[src/rtl/game_pkg.sv]
// Shared definitions for the shot/target game blocks: default widths,
// the shot FSM state encoding and the life-counter helper.
package game_pkg;

    localparam int COORD_W_DEF = 5;
    localparam int SCORE_W_DEF = 8;
    localparam int LIVES_DEF   = 3;

    typedef enum logic [1:0] {
        ST_IDLE    = 2'd0,
        ST_FLY     = 2'd1,
        ST_RESOLVE = 2'd2
    } shot_state_e;

    // Lives never wrap below zero, even if a miss arrives with none left.
    function automatic logic [2:0] lives_dec(input logic [2:0] lives_in);
        if (lives_in == 3'd0) begin
            return 3'd0;
        end else begin
            return lives_in - 3'd1;
        end
    endfunction

endpackage

[src/rtl/shot_step_timer.sv]
// Row-advance timer: counts clock cycles while running and flags the last
// cycle of each STEP_CYCLES-long row period.
module shot_step_timer
    import game_pkg::*;
#(
    parameter int STEP_CYCLES = 4
) (
    input  logic clk,
    input  logic reset,
    input  logic clear,
    output logic tick
);

    localparam int CNT_W = (STEP_CYCLES > 1) ? $clog2(STEP_CYCLES) : 1;
    localparam logic [CNT_W-1:0] LAST = CNT_W'(STEP_CYCLES - 1);

    logic [CNT_W-1:0] cnt_r;

    assign tick = (cnt_r == LAST);

    // Cycle counter, restarted on clear and on every row boundary.
    always_ff @(posedge clk) begin
        if (!reset) begin
            cnt_r <= {CNT_W{1'b0}};
        end else if (clear || tick) begin
            cnt_r <= {CNT_W{1'b0}};
        end else begin
            cnt_r <= cnt_r + CNT_W'(1);
        end
    end

endmodule

[src/rtl/shot_resolver.sv]
// Launches a projectile at the player column, walks it up the field and
// resolves it against the live target, keeping score, lives and game-over.
module shot_resolver
    import game_pkg::*;
#(
    parameter int COORD_W     = COORD_W_DEF,
    parameter int STEP_CYCLES = 4,
    parameter int SCORE_W     = SCORE_W_DEF,
    parameter int LIVES       = LIVES_DEF
) (
    input  logic               clk,
    input  logic               reset,
    input  logic               fire,
    input  logic [COORD_W-1:0] player_x,
    input  logic [COORD_W-1:0] target_x,
    input  logic [COORD_W-1:0] target_y,
    output logic               shoot,
    output logic               shot_active,
    output logic [COORD_W-1:0] shot_x,
    output logic [COORD_W-1:0] shot_y,
    output logic               result_valid,
    output logic               hit,
    output logic [SCORE_W-1:0] score,
    output logic [2:0]         lives,
    output logic               game_over
);

    localparam logic [2:0]         LIVES_INIT = 3'(LIVES);
    localparam logic [COORD_W-1:0] Y_TOP      = {COORD_W{1'b1}};
    localparam logic [SCORE_W-1:0] SCORE_MAX  = {SCORE_W{1'b1}};

    shot_state_e        state_r, state_s;
    logic               shoot_r, shoot_s;
    logic               active_r, active_s;
    logic [COORD_W-1:0] shot_x_r, shot_x_s;
    logic [COORD_W-1:0] shot_y_r, shot_y_s;
    logic               rv_r, rv_s;
    logic               hit_r, hit_s;
    logic [SCORE_W-1:0] score_r, score_s;
    logic [2:0]         lives_r, lives_s;
    logic               go_r, go_s;
    logic               tick_s;
    logic               timer_clear_s;

    // The timer only runs in flight, so each launch starts a fresh row period.
    assign timer_clear_s = (state_r != ST_FLY);

    shot_step_timer #(
        .STEP_CYCLES (STEP_CYCLES)
    ) u_timer (
        .clk   (clk),
        .reset (reset),
        .clear (timer_clear_s),
        .tick  (tick_s)
    );

    // Next-state and next-output logic; every output is computed one cycle early.
    always_comb begin
        state_s  = state_r;
        shoot_s  = 1'b0;
        active_s = 1'b0;
        shot_x_s = shot_x_r;
        shot_y_s = shot_y_r;
        rv_s     = 1'b0;
        hit_s    = hit_r;
        score_s  = score_r;
        lives_s  = lives_r;
        go_s     = go_r;
        case (state_r)
            ST_IDLE: begin
                if (fire && !go_r) begin
                    state_s  = ST_FLY;
                    shoot_s  = 1'b1;
                    active_s = 1'b1;
                    shot_x_s = player_x;
                    shot_y_s = {COORD_W{1'b0}};
                end else begin
                    state_s = ST_IDLE;
                end
            end
            ST_FLY: begin
                active_s = 1'b1;
                if (tick_s && ((shot_y_r == target_y) || (shot_y_r == Y_TOP))) begin
                    // Target row wins over the field edge when both coincide.
                    state_s  = ST_RESOLVE;
                    active_s = 1'b0;
                    rv_s     = 1'b1;
                    hit_s    = (shot_y_r == target_y) && (shot_x_r == target_x);
                    if (hit_s) begin
                        if (score_r != SCORE_MAX) begin
                            score_s = score_r + SCORE_W'(1);
                        end else begin
                            score_s = score_r;
                        end
                    end else begin
                        lives_s = lives_dec(lives_r);
                        go_s    = (lives_s == 3'd0);
                    end
                end else if (tick_s) begin
                    shot_y_s = shot_y_r + COORD_W'(1);
                end else begin
                    shot_y_s = shot_y_r;
                end
            end
            ST_RESOLVE: begin
                state_s = ST_IDLE;
            end
            default: begin
                state_s = ST_IDLE;
            end
        endcase
    end

    // State and output registers with synchronous active-low reset.
    always_ff @(posedge clk) begin
        if (!reset) begin
            state_r  <= ST_IDLE;
            shoot_r  <= 1'b0;
            active_r <= 1'b0;
            shot_x_r <= {COORD_W{1'b0}};
            shot_y_r <= {COORD_W{1'b0}};
            rv_r     <= 1'b0;
            hit_r    <= 1'b0;
            score_r  <= {SCORE_W{1'b0}};
            lives_r  <= LIVES_INIT;
            go_r     <= 1'b0;
        end else begin
            state_r  <= state_s;
            shoot_r  <= shoot_s;
            active_r <= active_s;
            shot_x_r <= shot_x_s;
            shot_y_r <= shot_y_s;
            rv_r     <= rv_s;
            hit_r    <= hit_s;
            score_r  <= score_s;
            lives_r  <= lives_s;
            go_r     <= go_s;
        end
    end

    assign shoot        = shoot_r;
    assign shot_active  = active_r;
    assign shot_x       = shot_x_r;
    assign shot_y       = shot_y_r;
    assign result_valid = rv_r;
    assign hit          = hit_r;
    assign score        = score_r;
    assign lives        = lives_r;
    assign game_over    = go_r;

endmodule
[config.mk]
export PLATFORM = sky130hd
export DESIGN_NAME = shot_resolver
export DESIGN_NICKNAME = d
export VERILOG_FILES = /design/src/rtl/game_pkg.sv /design/src/rtl/shot_step_timer.sv /design/src/rtl/shot_resolver.sv
export SDC_FILE = /design/constraint.sdc
export NUM_CORES = 1
export LEC_CHECK = 0
export ABC_CLOCK_PERIOD_IN_PS = 3510
export BUFFER_PORTS_ARGS = -buffer_cell sky130_fd_sc_hd__buf_4
export CAP_MARGIN = 20
export CELL_PAD_IN_SITES_DETAIL_PLACEMENT = 2
export CELL_PAD_IN_SITES_GLOBAL_PLACEMENT = 2
export CORE_UTILIZATION = 31
export CTS_BUF_LIST = sky130_fd_sc_hd__clkbuf_16
export DETAILED_ROUTE_END_ITERATION = 12
export PLACE_DENSITY = 0.93
export SLEW_MARGIN = 20
export SYNTH_ARGS = -nofsm -noshare
export SYNTH_HDL_FRONTEND = slang
export SYNTH_SLANG_ARGS = --single-unit
[constraint.sdc]
create_clock -name clk -period 3.51 [get_ports clk]
set_input_delay 0.1755 -clock clk [delete_from_list [all_inputs] [get_ports clk]]
set_output_delay 0.1755 -clock clk [all_outputs]
set_load 0.05 [all_outputs]
* Word-level counts from Yosys, hierarchy flattened
Cells that the tools add are included.
** Word-level totals
- Flip-flop bits (word level) :: 30
- Input bits :: 18
- Output and inout bits :: 26
- Logic and storage cells :: 61
** Cells by class
- Add/sub/neg operators :: 4
- Equal/unequal tests :: 11
- Mux-type cells :: 15
- Bitwise logic cells :: 2
- Reductions and logical operators :: 18
** Operators by type and width (count)
- 5-bit two-way mux :: 3
- 3-bit two-way mux :: 4
- 5-bit == test :: 2
- 5-bit case mux with 2 select lines :: 1
- 8-bit by 1-bit adder with 8-bit output, second input constant :: 1
- 2-bit != test, second input constant :: 4
- 8-bit != test, second input constant :: 1
- 2-bit AND reduction :: 4
- 4-bit AND reduction :: 2
- 3-bit zero test :: 2
- 5-bit by 1-bit adder with 5-bit output, second input constant :: 1
- 5-bit == test, second input constant :: 1
- 1-bit two-way mux :: 4
- 2-bit case mux with 2 select lines :: 1
- 1-bit logical AND :: 3
- 3-bit AND reduction :: 1
- 3-bit by 1-bit subtractor with 3-bit output, second input constant :: 1
- 2-bit by 1-bit adder with 2-bit output, second input constant :: 1
- 2-bit by 1-bit == test with 1-bit output, second input constant :: 1
- 2-bit == test, second input constant :: 1
- 2-bit zero test :: 1
- 1-bit logical OR :: 2
- 2-bit two-way mux :: 1
- 2-bit by 1-bit != test with 1-bit output, second input constant :: 1
- other kinds (5) :: 6

* Longest topological paths before layout
Gate-level depths: netlist of run 1.
- Depth after elaboration :: 6
- Depth in mapped cells :: 8

* Modules after synthesis
A second synthesis of run 1 with hierarchy kept.
** Unflattened totals
- Cell total of the unflattened synthesis :: 176
- Area, all modules :: 1552.7 sq um
** By module, submodules not included
- shot_resolver :: instances 1, cells an instance 171, area an instance 1472.7 sq um, seq. area each 560.5 sq um
- shot_step_timer :: instances 1, cells an instance 5, area an instance 80.1 sq um, seq. area each 40.0 sq um

* Worst setup path before layout of run 1
No wires, ideal clock.
- Path type :: reg2reg
- Start point :: reg shot_y_r[0], in the netlist shot_y[0]
- End point :: reg shot_y_r[1], in the netlist shot_y[1]
- Setup time :: 0.116 ns
- Arrival time :: 2.096 ns
- Data required time :: 3.394 ns
- Path slack :: 1.298 ns
- Stages on the path, launching flop included :: 9
- Path buffers :: 0
- Clock period less this slack :: 2.212 ns
- Cell sequence :: dfxtp_1 > ha_1 > and3_1 > ha_1 > nand4bb_1 > a31oi_1 > nor3_2 > mux2i_1 > nor2_1
** Between the ends
- Cells in the longest elaborated chain, start to end :: 5
- Elaborated cells on any way between the ends :: 10
- Those cells by class :: add/sub (1); eq/ne (3); mux (3); reduce/logical (3)
** Ends and longest elaborated chain
- start, declared :: RTL line shot_resolver.sv:36 : logic [COORD_W-1:0] shot_y_r, shot_y_s;
- start signal, assigned :: RTL line shot_resolver.sv:121 : shot_y_r <= {COORD_W{1'b0}};
- start signal, assigned :: RTL line shot_resolver.sv:132 : shot_y_r <= shot_y_s;
- parallel branches: the longest is 5 deep, another holds 5-bit by 1-bit adder with 5-bit output
Several ways; the timed one is not identified. The select of a mux whose other input is x is not followed.
A chain may end at the register's enable or synchronous reset.

* Worst setup path after layout of run 1
Same ends and word-level chain as after synthesis.

==> results.yml, run 1 <==
layout:
  stdcell_count: 256
  drive_gt1_share_pct: 29.4
  diodes: 0
  fin_nets: 225
  areaGrowthSynthToFinish_pct: 36.7
  final_cell_mix: "buf_4 (43), dfxtp_1 (30), nand2_1 (17), a21oi_1 (16), nand3_1 (7)"
  final_util_pct: 44.6
  layout_commonest_cell: "buf_4"
synthesis:
  synthCells: 158
  synth_area_leader_cell: "dfxtp_1"
  ys_warn_count: 0
  synth_seq_cells: 30
  synth_top_area_share_pct: 42.0
  netlist_area_mm2: 0.00143
  async_flop_share_pct: 0
  postSynthAreaPerCell_um2: 9.05
  synth_flop_cell: "dfxtp_1"
  synth.area.top_cells: "dfxtp_1 (42%), a21oi_1 (5.6%), nand2_1 (4.5%)"
  yosysSeqAreaShare_pct: 42.0
  yosysUniqueCellTypes: 43
  synth-edff-count: 0
  synth_nets: 180
route:
  drc_errors: 0
  dr.first_iter.drc_count: 69
  wl_um: 4880
  drt.antenna.violating_nets: 0
  wl_per_cell_um: 19.0
  drt_first_pass_iters: 4
  vias_per_cell: 5.49
  vias: 1405
grt:
  globalRouteTotalUtil_pct: 21.4
  grt_antenna_before_repair: 0
  grt_max_degree: 19
  grt_pass1_vias: 1603
  grt_overflow: 0
  grt_pass1_wl_um: 8030
clock_network:
  cts_buffer_depth: 2
  cts_buffers: 5
  insertion_delay_ps: 280
  clkTransAtPathRegs_ps: 50
  hold_buffers: 0
  clock-sinks: 30
  postCtsSetupRepairBufs: 0
  root_buffer: "clkbuf_16"
  cts_tree: "yes"
  cts.htree.levels: 2
  post_cts_resized: 0
setup_path:
  worstSetupStartpointType: "flop"
  worstPathCellList: "ha_1, and3_1, ha_1, nand4bb_1, a31oi_1, nor3_2, mux2i_1, nor2_1"
  timing.critical_path.mode_cell: "ha_1"
  crit_end: "shot_y[1]$_SDFFE_PN0P_"
  rrSetupSlack_ps: 1270
  worstPathRequired_ps: 3670
  worstPathArrival_ps: 2400
  crit_path_start: "shot_y[0]$_SDFFE_PN0P_"
  r2r_cells: 8
  crit_slowest_cell: "dfxtp_1"
  worstSetupPathType: "flop to flop"
  reg2reg_to: "shot_y[1]$_SDFFE_PN0P_"
  critPathMaxStageDelay_ps: 450
  worst_r2r_startpoint: "shot_y[0]$_SDFFE_PN0P_"
  cp-end-kind: "flop"
  cp_max_fo: 7
placed_design:
  numPlacedInstances: 248
  numPortBuffers: 43
  dp_hpwl_um: 3350
  pre_cts_slack_ps: 1330
  place_congestion: 0.757
sta:
  finalWorstSetupSlack_ps: 1270
  setup_viol: 0
  tightestPinTransition_ps: 656
  slew_headroom_pct: 56.2
  tns_ps: 0
  drv_slew: 0
  fin_crit_sh_pct: 63.8
  rsz0062_at_grt: "false"
  fin_crit_ps: 2240
  hold_viol_final: 0
  clock.fmax_ghz: 0.446
  skew_ps: 4.19
outcome:
  status: "finished clean"
floorplan:
  rows: 24
  die_x_um: 69.9
  die_area_mm2: 0.00489
  start_util_pct: 32.6
  coreArea_mm2: 0.00438
  die_h_um: 69.9
  pin_count: 44
pwr:
  power.density_mw_per_mm2: 488
  p_leak_nw: 0.821
  ir_drop_mv: 0.235
flow_run:
  cap_violations: 0
worst_hold_path:
  worst_hold_path_type: "input pin to flop"
[registers in the layout, summed over array words and instances (netlist names)]
name	count
shoot	1
score	8
state_r	2
result_valid	1
shot_x	5
hit	1
lives	3
u_timer.cnt_r	2
shot_y	5
shot_active	1
game_over	1
[report_power, final]
group,total (W),switching [W],internal (W)
sequential,0.000361,0.00000993,0.000351
clock,0.000486,0.000154,0.000331
combinational,0.000108,0.0000678,0.0000406
total,0.000955,0.000232,0.000723
[cells in the mapped netlist (all sizes together) (2+ instances only)]
cell type	number
nand2b	2
or3	3
nand3	7
or2	2
nor4	2
xor2	6
a31oi	2
a21oi	16
inv	4
o31ai	6
and3	4
mux2i	3
nand2	18
or4	4
nor2	6
nor3	5
and2	2
dfxtp	30
nand4bb	2
o21ai	4
xnor2	5
buf	2
o311a	2
clkbuf	3
ha	4
[stage by stage]
| stage | area [um2] | total power [W] | hold WS (ps) |
|---|---|---|---|
| finish | 1960 | 0.000955 | 155 |
| floorplan | 1430 | 0.000431 | 312 |
| global placement | 1790 | 0.000468 | 416 |
| CTS | 1960 | 0.000967 | 148 |
| global route | 1960 | 0.000987 | 170 |
| detailed placement | 1790 | 0.000475 | 437 |
[logic make-up after synthesis]
family | count (synthesis) | share of synthesized area (%)
AOI/OAI and AO/OA | 36 | 15.9
adders and majority gates | 4 | 3.50
and+or+nand+nor | 64 | 26.5
DFF | 30 | 42.0
buffers and inverters | 10 | 3.24
muxes | 3 | 2.10
xor gates and xnor gates | 11 | 6.74
[worst min-delay path by stage]
| stage | startpoint | to | slack [ps] | depth (start not counted) |
|---|---|---|---|---|
| finish | player_x[0] | shot_x[0]$_SDFFE_PN0P_ | 150 | 3 |
| global route | player_x[2] | shot_x[2]$_SDFFE_PN0P_ | 170 | 3 |
| CTS | player_x[0] | shot_x[0]$_SDFFE_PN0P_ | 150 | 3 |
| detailed placement | player_x[3] | shot_x[3]$_SDFFE_PN0P_ | 440 | 3 |
| global placement | u_timer.cnt_r[0]$_SDFF_PP0_ | u_timer.cnt_r[0]$_SDFF_PP0_ | 420 | 1 |
| floorplan | player_x[0] | shot_x[0]$_SDFFE_PN0P_ | 310 | 2 |
[metal layers]
layer  part of all wire, %  routed length [um]  vias to the layer above  global-route usage [%]
li1                      -                   -                      669                       -
met1                    41                1980                      700                    23.2
met3                   3.6                 174                        6                    6.20
met2                    55                2680                       30                    40.4
met4                  0.84                  41                        0                    5.33
met5                     0                   0                        -                       0
[critical path: cells and delay by family, from the launching register on]
kind / cells / cell delay, ps
mux: 1 / 280
compound gates: 1 / 70
simple gates: 4 / 880
flops: 1 / 450
fa+ha+maj: 2 / 430
[cell type report]
class                   count  area [um2]
fillers                   486        2430
multi-input cells         118         783
flip-flops and latches     30         601
repair buffers             43         323
clock buffers               5         125
well taps                  52        65.1
clock inverters             3        40.0
inverters                   5        18.8
Power figures use the tool's default switching activity.
==> run 2: changes to the inputs <==
--- a/config.mk
+++ b/config.mk
@@ -5,15 +5,15 @@
 export SDC_FILE = /design/constraint.sdc
 export NUM_CORES = 1
 export LEC_CHECK = 0
-export ABC_CLOCK_PERIOD_IN_PS = 3510
+export ABC_CLOCK_PERIOD_IN_PS = 2280
 export BUFFER_PORTS_ARGS = -buffer_cell sky130_fd_sc_hd__buf_4
 export CAP_MARGIN = 20
 export CELL_PAD_IN_SITES_DETAIL_PLACEMENT = 2
 export CELL_PAD_IN_SITES_GLOBAL_PLACEMENT = 2
-export CORE_UTILIZATION = 31
+export CORE_UTILIZATION = 29
 export CTS_BUF_LIST = sky130_fd_sc_hd__clkbuf_16
 export DETAILED_ROUTE_END_ITERATION = 12
-export PLACE_DENSITY = 0.93
+export PLACE_DENSITY = 0.88
 export SLEW_MARGIN = 20
 export SYNTH_ARGS = -nofsm -noshare
 export SYNTH_HDL_FRONTEND = slang
==> constraint.sdc (replaced) <==
create_clock -name clk -period 2.28 [get_ports clk]
set_input_delay 0.114 -clock clk [delete_from_list [all_inputs] [get_ports clk]]
set_output_delay 0.114 -clock clk [all_outputs]
set_load 0.05 [all_outputs]
==> run 2 against run 1 <==
  * Clock power grew 28%
  * Non-clock buffer count grew 3
  * Sequential cell count is the same
  * Via count is essentially flat
  * Total power grew 41%
  * Maximum frequency grew 1.7%
  * First-iteration DRC count shrank 36%
  * Setup slack lost 1200 ps
  * Global-route usage shrank 2.7 points
==> results.yml, run 2 (synthesized netlist as in run 1, its figures left out) <==
sta:
  setup_viol: 0
  rsz0062_at_grt: "true"
  finalWorstSetupSlack_ps: 76.1
  skew_ps: 2.97
  tns_ps: 0
  slew_headroom_pct: 62.6
  fin_crit_ps: 2200
  fin_crit_sh_pct: 96.7
  clock.fmax_ghz: 0.454
  drv_slew: 0
  tightestPinTransition_ps: 557
  holdWs_ps: 86.6
  hold_viol_final: 0
setup_path:
  critical_path.top_delay_family: "simple AND/OR/NAND/NOR gates"
  worstPathArrival_ps: 2410
  crit_buf_inv: 0
  cp_max_fo: 7
  r2r_cells: 8
  cp-end-kind: "flop"
  crit_slowest_cell: "dfxtp_1"
  worstPathRequired_ps: 2480
  critPathMaxStageDelay_ps: 370
  cp_num_cells: 8
  worstSetupPathType: "flop to flop"
  worstSetupStartpointType: "flop"
  worstPathCellList: "ha_1, and3_1, ha_1, nand4bb_4, a21oi_1, nor3_4, or3_1, a21oi_1"
layout:
  final_cell_mix: "buf_4 (46), dfxtp_1 (30), nand2_1 (17), a21oi_1 (16), nand3_1 (7)"
  diodes: 0
  fin_nets: 228
  largest_reg_flops: 8
  layout_commonest_cell: "buf_4"
  drive_gt1_share_pct: 30.4
  fillers: 532
  areaGrowthSynthToFinish_pct: 40.3
  final_util_pct: 42.5
floorplan:
  die_h_um: 72.2
  start_util_pct: 30.3
  pin_count: 44
  die_x_um: 72.2
  rows: 25
  die_area_mm2: 0.00522
  coreArea_mm2: 0.00472
grt:
  grt_max_degree: 19
  grt_pass1_wl_um: 7290
  grt_overflow: 0
  grt_pass1_vias: 1462
  grt_antenna_before_repair: 0
  globalRouteTotalUtil_pct: 18.7
route:
  vias_per_cell: 5.12
  drt.antenna.violating_nets: 0
  dr.first_iter.drc_count: 44
  vias: 1404
  wl_um: 4460
  wl_per_cell_um: 16.3
  drc_errors: 0
  drt_first_pass_iters: 4
placed_design:
  numPortBuffers: 43
  dp_hpwl_um: 3160
  pre_cts_slack_ps: 163
  place_congestion: 0.796
flow_run:
  cap_violations: 0
worst_hold_path:
  holdPathStages: 3
  worst_hold_path_type: "input pin to flop"
outcome:
  status: "finished clean"
clock_network:
  insertion_delay_ps: 270
  cts.htree.levels: 2
  clkTransAtPathRegs_ps: 50
  clock-sinks: 30
  cts_buffers: 5
  cts_buffer_depth: 2
  cts_tree: "yes"
  root_buffer: "clkbuf_16"
pwr:
  power.density_mw_per_mm2: 671
  p_leak_nw: 0.829
  ir_drop_mv: 0.264
## run 2: timing repair
action	in CTS	in global routing
setup buffers	0	0
endpoints found under the setup margin	0	4
hold buffers	0	0
resized for setup	0	4
## run 2: cell type report
type	count	area, um2	area share (%)
repair buffers	46	345	17.2
well taps	67	83.8	4.18
flip-flops and latches	30	601	29.9
clock inverters	3	12.5	0.623
clock buffers	5	125	6.23
inverters	5	18.8	0.935
multi-input cells	118	821	40.9
## run 2: power by group
part	total, W	switching [W]	internal, W
combinational	0.000170	0.000105	0.0000656
clock	0.000622	0.000228	0.000394
sequential	0.000555	0.0000147	0.000540
total	0.00135	0.000348	0.00100
## run 2: layer usage
metal | global-route usage, % | routed length, um | vias up
met4 | 7.19 | 87 | 0
li1 | - | - | 667
met3 | 4.72 | 156 | 7
met1 | 21.9 | 1840 | 700
met2 | 32.7 | 2370 | 30
met5 | 0 | 0 | -
## run 2: worst paths after layout
check                              startpoint                           to  slack [ps]
setup / recovery       shot_y[0]$_SDFFE_PN0P_       shot_y[3]$_SDFFE_PN0P_          80
hold / removal                    player_x[4]       shot_x[4]$_SDFFE_PN0P_          90
setup reg to reg       shot_y[0]$_SDFFE_PN0P_       shot_y[3]$_SDFFE_PN0P_          80
hold reg to reg   u_timer.cnt_r[0]$_SDFF_PP0_  u_timer.cnt_r[0]$_SDFF_PP0_         440
## run 2: worst reg2reg max path, stage by stage (launching register included)
cell and delay, ps:
dfxtp_1 370, ha_1 240, and3_1 180, ha_1 210
nand4bb_4 240, a21oi_1 260, nor3_4 110, or3_1 370
a21oi_1 160
## run 2: stage by stage
stage                     total power [W]  cells  instance area, um2
final                             0.00135    274                2010
after CTS                         0.00136    274                1970
after floorplan                  0.000663    158                1430
after detailed placement         0.000729    266                1830
after global routing              0.00140    274                2010
after global placement           0.000725    266                1830
==> run 3: changes to the inputs <==
--- a/config.mk
+++ b/config.mk
@@ -10,11 +10,12 @@
 export CAP_MARGIN = 20
 export CELL_PAD_IN_SITES_DETAIL_PLACEMENT = 2
 export CELL_PAD_IN_SITES_GLOBAL_PLACEMENT = 2
-export CORE_UTILIZATION = 29
+export CORE_UTILIZATION = 30
 export CTS_BUF_LIST = sky130_fd_sc_hd__clkbuf_16
 export DETAILED_ROUTE_END_ITERATION = 12
-export PLACE_DENSITY = 0.88
+export PLACE_DENSITY = 0.9
 export SLEW_MARGIN = 20
 export SYNTH_ARGS = -nofsm -noshare
 export SYNTH_HDL_FRONTEND = slang
+export SYNTH_HIERARCHICAL = 1
 export SYNTH_SLANG_ARGS = --single-unit
==> run 3 against run 2 <==
  * Non-clock buffer count increased by 2
  * Synthesized area up 8.6%
  * Register-to-register slack gained 170 ps
  * Utilization grew 0.86 points
  * Clock-buffer cell count unchanged
  * Highest routed layer unchanged
  * Final area grew 4.7%
  * Synthesized cell count grew 11%
  * Global-route usage increased by 4.1 points
==> results.yml, run 3 <==
sta:
  clock.fmax_ghz: 0.491
  finalWorstSetupSlack_ps: 241
  tightestPinTransition_ps: 730
  setup_viol: 0
  drv_slew: 0
  fin_crit_ps: 2040
  tns_ps: 0
  skew_ps: 3.27
  rsz0062_at_grt: "false"
  hold_viol_final: 0
  fin_crit_sh_pct: 89.4
  slew_headroom_pct: 51.3
setup_path:
  crit_slowest_cell: "or4_1"
  worstPathCellList: "xnor2_1, and3_1, nand4_1, buf_4, or4_1, a21oi_1"
  worstSetupStartpointType: "flop"
  reg2reg_to: "score[4]$_SDFFE_PN0P_"
  critPathMaxStageDelay_ps: 520
  crit_path_start: "shot_y[2]$_SDFFE_PN0P_"
  r2r_cells: 6
  worstPathArrival_ps: 2230
  rrSetupSlack_ps: 240
  cp-end-kind: "flop"
  worst_r2r_startpoint: "shot_y[2]$_SDFFE_PN0P_"
  worstPathRequired_ps: 2470
  crit_end: "score[4]$_SDFFE_PN0P_"
  worstSetupPathType: "flop to flop"
  cp_max_fo: 16
floorplan:
  start_util_pct: 32.0
  die_x_um: 73.9
  pin_count: 44
  die_area_mm2: 0.00547
  coreArea_mm2: 0.00485
  die_h_um: 73.9
  rows: 25
pwr:
  p_leak_nw: 0.882
  power.density_mw_per_mm2: 630
  power.total_w: 0.00132
  ir_drop_mv: 0.297
layout:
  final_cell_mix: "buf_4 (48), dfxtp_1 (30), a21oi_1 (20), nand2_1 (15), nor2_1 (11)"
  drive_gt1_share_pct: 27.2
  diodes: 0
  layout_commonest_cell: "buf_4"
  fin_nets: 247
  fillers: 553
  areaGrowthSynthToFinish_pct: 35.4
  final_util_pct: 43.4
  stdcell_count: 291
  largest_reg_flops: 8
synthesis:
  synth_area_leader_cell: "dfxtp_1"
  synth.area.top_cells: "dfxtp_1 (39%), a21oi_1 (6.4%), xnor2_1 (3.9%)"
  yosysUniqueCellTypes: 45
  postSynthAreaPerCell_um2: 8.82
  async_flop_share_pct: 0
  ys_warn_count: 6
  yosys-top-cells-count: "dfxtp_1 (30), a21oi_1 (20), nand2_1 (15)"
  netlist_area_mm2: 0.00155
  synth_top_area_share_pct: 38.7
  synth_nets: 198
  synth_flop_cell: "dfxtp_1"
  yosysSeqAreaShare_pct: 38.7
  synth-edff-count: 0
  synth_seq_cells: 30
  synth_most_common_cell: "dfxtp_1"
  synthCells: 176
clock_network:
  postCtsSetupRepairBufs: 0
  root_buffer: "clkbuf_16"
  insertion_delay_ps: 280
  clkTransAtPathRegs_ps: 50
  cts_tree: "yes"
  cts_buffers: 5
  cts_buffer_depth: 2
  clock-sinks: 30
  post_cts_resized: 0
  hold_buffers: 0
  cts.htree.levels: 2
placed_design:
  numPortBuffers: 43
  place_congestion: 0.824
  dp_hpwl_um: 3760
  numPlacedInstances: 285
  pre_cts_slack_ps: 174
outcome:
  status: "finished clean"
grt:
  grt_pass1_wl_um: 9140
  grt_pass1_vias: 1672
  grt_overflow: 0
  met2_usage_pct: 39.6
  busiest_layer: "met2"
  grt_use_met3_pct: 3.66
  globalRouteTotalUtil_pct: 22.8
  grt_max_degree: 22
  grt.met1_usage_pct: 27.8
  grt_antenna_before_repair: 0
route:
  wl_um: 5710
  drt.antenna.violating_nets: 0
  drt_first_pass_iters: 5
  vias: 1601
  wl_per_cell_um: 19.6
  drc_errors: 0
  dr.first_iter.drc_count: 88
  vias_per_cell: 5.50
worst_hold_path:
  worst_hold_path_type: "input pin to flop"
flow_run:
  cap_violations: 0
-- run 3: logic make-up after synthesis --
| family | count (synthesis) | synth area share [%] |
|---|---|---|
| xor gates and xnor gates | 10 | 5.64 |
| adders and majority gates | 4 | 3.22 |
| DFF | 30 | 38.7 |
| AOI/OAI and AO/OA | 49 | 20.6 |
| buffers and inverters | 11 | 2.74 |
| and+or+nand+nor | 71 | 28.4 |
| muxes | 1 | 0.645 |
-- run 3: power breakdown --
group          switching (W)  leakage [nW]  internal [W]
logic               0.000105         0.575     0.0000629
registers          0.0000130         0.244      0.000538
clock network       0.000219        0.0632      0.000387
-- run 3: area by class of cell --
type | instances | area, um2 | area share, %
clock buffers | 5 | 125 | 5.95
well taps | 67 | 83.8 | 3.99
repair buffers | 48 | 360 | 17.1
inverters | 5 | 18.8 | 0.893
flip-flops and latches | 30 | 601 | 28.6
clock inverters | 1 | 3.75 | 0.179
multi-input cells | 135 | 910 | 43.3
-- run 3: how the worst min path moves through the flow --
stage,from,endpoint,depth (start not counted)
2_1_floorplan,player_x[0],shot_x[0]$_SDFFE_PN0P_,2
3_3_place_gp,player_x[3],shot_x[3]$_SDFFE_PN0P_,3
3_5_place_dp,player_x[3],shot_x[3]$_SDFFE_PN0P_,3
4_1_cts,player_x[3],shot_x[3]$_SDFFE_PN0P_,3
5_1_grt,player_x[1],shot_x[1]$_SDFFE_PN0P_,3
6_report,player_x[0],shot_x[0]$_SDFFE_PN0P_,3
-- run 3: worst max-delay path: cells and delay by family (launching register included) --
| kind | cells | cell delay [ps] |
|---|---|---|
| buf+inv | 1 | 220 |
| flops | 1 | 460 |
| compound gates | 1 | 180 |
| simple gates | 3 | 920 |
| xor+xnor | 1 | 170 |
-- run 3: stage by stage --
step	instance area [um2]	hold WS (ps)
global route	2100	100
floorplan	1550	250
CTS	2100	86.3
detailed placement	1970	376
global placement	1970	364
finish	2100	89.6
-- run 3: per-layer routing --
metal	wire length [um]	share of wire, %
met4	112	2.0
met2	2920	51
met5	0	0
met1	2510	44
met3	163	2.9
